--- config.mk ---
export PLATFORM = sky130hd
export DESIGN_NAME = pr_dispatch_sched
export DESIGN_NICKNAME = d
export VERILOG_FILES = /design/src/rtl/pr_dispatch_sched.sv
export SDC_FILE = /design/constraint.sdc
export NUM_CORES = 1
export LEC_CHECK = 0
export CORE_MARGIN = 1.5
export CORE_UTILIZATION = 45
export DETAILED_ROUTE_END_ITERATION = 12
export PLACE_DENSITY = 0.77
export RECOVER_POWER = 50
export SETUP_SLACK_MARGIN = 0.2
export SYNTH_ARGS = -nofsm -noshare
export SYNTH_HDL_FRONTEND = slang
export SYNTH_SLANG_ARGS = --single-unit
--- constraint.sdc ---
create_clock -name clock -period 6.3 [get_ports clock]
set_input_delay 1.26 -clock clock [delete_from_list [all_inputs] [get_ports clock]]
set_output_delay 1.26 -clock clock [all_outputs]
set_load 0.02 [all_outputs]
--- src/rtl/pr_dispatch_sched.sv ---
// pr_dispatch_sched: in-order 3-way dispatch gating on free PRs, ROB and RS slots,
// plus sequencing of freelist head recovery after a branch mispredict.
module pr_dispatch_sched #(
  parameter int WAYS = 3,
  parameter int ROB_W = 5,
  parameter int CNT_W = 5,
  parameter int RECOVER_CYCLES = 2,
  parameter int STALL_W = 16
)(
  input  logic               clock,
  input  logic               reset,
  input  logic [WAYS-1:0]    dec_valid,
  input  logic [WAYS-1:0]    dec_has_dest,
  input  logic [CNT_W-1:0]   fl_free_cnt,
  input  logic [1:0]         rob_free,
  input  logic [1:0]         rs_free,
  input  logic               br_recover_en,
  input  logic [ROB_W-1:0]   br_recover_head,
  output logic [WAYS-1:0]    dispatch_grant,
  output logic [WAYS-1:0]    fl_dispatch_en,
  output logic               fl_recover_en,
  output logic [ROB_W-1:0]   fl_recover_head,
  output logic               sched_busy,
  output logic [STALL_W-1:0] stall_count
);
  typedef enum logic [1:0] {RUN, RECOVER, SETTLE} state_t;
  state_t state, state_nx;
  logic [2:0] rcnt, rcnt_nx;
  logic [CNT_W-1:0] dest;
  logic pre;
  always_ff @(posedge clock or negedge reset)
    if (!reset) begin
      state <= RUN;
      rcnt <= '0;
      fl_recover_en <= 1'b0;
      fl_recover_head <= '0;
      stall_count <= '0;
    end else begin
      state <= state_nx;
      rcnt <= rcnt_nx;
      fl_recover_en <= br_recover_en;
      fl_recover_head <= br_recover_en ? br_recover_head : fl_recover_head;
      if (state == RUN && !br_recover_en && dec_valid[0] && !dispatch_grant[0] && !(&stall_count))
        stall_count <= stall_count + 1'b1;
    end
  // A new request always restarts the sequence, even mid-recovery.
  always_comb begin
    state_nx = state;
    rcnt_nx = rcnt;
    if (br_recover_en) begin
      state_nx = RECOVER;
      rcnt_nx = 3'(RECOVER_CYCLES - 1);
    end else if (state == RECOVER) begin
      state_nx = rcnt == 3'd0 ? SETTLE : RECOVER;
      rcnt_nx = rcnt == 3'd0 ? rcnt : rcnt - 3'd1;
    end else if (state == SETTLE)
      state_nx = RUN;
  end
  // Running prefix: each way needs all older ways granted plus its own budget.
  always_comb begin
    dest = '0;
    pre = reset && state == RUN && !br_recover_en;
    dispatch_grant = '0;
    for (int i = 0; i < WAYS; i++) begin
      dest = dest + CNT_W'(dec_has_dest[i]);
      pre = pre && dec_valid[i] && dest <= fl_free_cnt && 2'(i + 1) <= rob_free && 2'(i + 1) <= rs_free;
      dispatch_grant[i] = pre;
    end
  end
  assign fl_dispatch_en = dispatch_grant & dec_has_dest;
  assign sched_busy = state != RUN;
endmodule

==> metrics.md <==
| Metric | Value |
|---|---|
| Status | complete, no violations |
| Synth cell types | 36 |
| EDFF count, synth | 0 |
| Vias/cell | between 5 and 6 |
| Post_cts resized | 0 |
| Detailed Route WL | 3491 um |
| Worst setup EP type | output port |
| Routed Antenna Nets | 0 |
| Placed inst area | ~2100 um2 |
| Tot GR Track Use | 0.1867 |
| Synth Register Bits | 27 |
| Count of final hold-check violations | 0 |
| Core Footprint | about 3300 um2 |
| Layout area overhead | 37.19% |
| CTS H-tree depth | 1 |
| Skew-Pair Late Insertion Delay | 320 ps |
| TNS Setup | 0 ps |
| Highest clock rate | 188.1 MHz |
| Post-route cell area | between 2000 and 2500 um2 |
| Max-slew violations | 0 |
| Worst hold-check path type | register to register |
| Leak | around 0.00094 uW |
| DR vias | about 1300 |
| Pwr per Cell Area | between 200 and 250 nW/um2 |
| Row count | 21 |
| Height of the die | between 60 and 70 um |
| Synth Cell Area | 1558 um2 |
| CP Class | input port to output port |
| First-pass GRT wire length | 5271 um |
| Gpl congestion | 0.8878 |
| CTS tree | yes |
| Setup violations, final | 0 |
| Final #Nets | 244 |
| CTS Sinks | 27 |
| GR Overflow Total | 0 |
| Setup Skew | around 14 ps |
| Min Tclk post-route | between 5000 and 6000 ps |
| Slew margin rel. | 0.6928 |
| Post-synth top area cell | dfrtp_1 |
| Initial Utilization | 0.4668 |
| Overall die width | about 62 um |
| Vias in the first global route | 1272 |
| Worst EP required | about 5000 ps |
| # IOs | 52 |
| Clock Tree Root | clkbuf_4 |
| Initial antenna violation count | 0 |
| Setup Fix Bufs, Post-CTS | 0 |
| Global-route track usage on met2 | 0.3248 |
| Maxcap violations | 0 |
| Clock transition at path regs | 150 ps |
| Largest net degree at the start of global routing | 29 |
| Dpl cells | 249 |
| Met1 GRT Util | 0.2273 |
| Num CTS Buffers | 3 |
| Unrepaired setup endpoints after global routing | false |
| Diode count | 0 |
| GRT busiest layer | met2 |
| CP Launch Type | input port |
| Initial drt markers | 65 |
| Layout cell share with drive strength beyond 1 | 0.08213 |
| Measured slew at the worst slew-check pin | 459.3 ps |
| Syn avg cell area | around 10 um2 |
| CTS hold repair buffers | 0 |
| Syn Nets | 190 |
| Commonest register cell after synthesis | dfrtp_1 |
| Routed len/inst | about 14 um |
| CTS Buffer Depth | 2 |
| Ys async rst share | 1.000 |
| Worst vdd ir | between 0.15 and 0.2 mV |
| HPWL after detailed placement | 2748 um |
| Area share of the largest cell type after synthesis | 0.4337 |
| Die area | ~3800 um2 |
| Synth area leaders | dfrtp_1 43%, ha_1 9.6%, xnor2_1 4.5% |
| Register area share after synthesis | 0.4337 |
| Buffers on Ports | 51 |
| Worst-path fanout max | 3 |
| Top cells by count, synth | 27 x dfrtp_1, 17 x nand2_1, 15 x nor2_1, 12 x ha_1, 10 x inv_1 |
| M3 GR Usage | 0.04348 |
| Synth Instances | approximately 150 |
| Hold WS | roughly 530 ps |
| Period utilisation layout | 0.8437 |
| Initial DRT Pass Iterations | 4 |
| Yosys warnings | 0 |
| DRC violations left | 0 |
| Most common cell in the synthesized netlist | dfrtp_1 |
| Post-route non-filler standard cell count | roughly 250 |
| CP Data Arrival Time | approximately 4100 ps |
[cells in the final DEF, fill, tap and decap left out, types with 5 or more instances in the layout]
cell type / count
clkdlybuf4s50_1: 46
dfrtp_1: 27
dlygate4sd3_1: 5
ha_1: 12
inv_1: 10
mux2_2: 6
nand2_1: 17
nand3_1: 6
nand4_1: 5
nor2_1: 15
nor3_1: 6
xnor2_1: 8
xor2_1: 6
[where the power goes]
group | internal, uW | switching (uW) | leakage [uW]
combinational | 90.3 | 91.6 | 0.000575
clock | 24.8 | 50.2 | 0.0000150
sequential | 200 | 26.7 | 0.000346
[flip-flops by register name (all words and copies together), names as in the netlist]
register,cells
fl_recover_en,1
state,2
fl_recover_head,5
rcnt,3
stall_count,16
[kinds of logic (layout without fill, tap and decap cells)]
family,after synthesis,count (layout),share of synthesized area
DFF,27,27,0.4337
xor gates and xnor gates,14,14,0.07872
buffers and inverters,13,66,0.03856
muxes,7,7,0.05301
adders and majority gates,13,13,0.1092
AOI/OAI and AO/OA,12,12,0.05863
and+or+nand+nor,68,68,0.2281
[routing by layer]
layer	part of all wire	vias to the layer above
li1	-	641
met1	0.44	652
met2	0.49	42
met3	0.060	2
met4	0.0057	0
met5	0	-
[critical path: stages]
cell and delay, ps:
clkdlybuf4s50_1 470, ha_1 340, ha_1 200, ha_1 190, ha_1 290, a311oi_1 120
a2111oi_2 410, and2_1 170, clkdlybuf4s50_1 590
[stage by stage]
step | utilization | setup slack, ps | total power, uW
floorplan | - | 2114 | 336.7
global placement | 0.6325 | 1085 | 400.2
detailed placement | 0.6325 | 973.3 | 412.2
CTS | 0.6404 | 967.8 | 486.5
global route | 0.6404 | 865.0 | 514.9
finish | 0.6404 | 984.5 | 484.0
[worst paths after layout]
| kind | from | slack, ps | end | cells after the start |
|---|---|---|---|---|
| setup / recovery | dec_has_dest[0] | 980 | fl_dispatch_en[2] | 9 |
| hold / removal | fl_recover_head[1] | 530 | fl_recover_head[1] | 1 |
| setup reg to reg | stall_count[0] | 4230 | stall_count[1] | 5 |
| hold reg to reg | fl_recover_head[1] | 530 | fl_recover_head[1] | 1 |
| max in group asynchronous | reset | 4670 | rcnt[0] | 2 |
| min in group asynchronous | reset | 1350 | stall_count[12] | 2 |
[area by class of cell]
type / instances / area [um2]
tap: 46 / 57.56
timing repair buffer: 52 / 518.0
fill: 269 / 1200
inverter: 10 / 37.54
multi-input combinational: 114 / 822.0
sequential: 27 / 675.6
clock buffer: 4 / 26.28
Power figures use the tool's default switching activity.
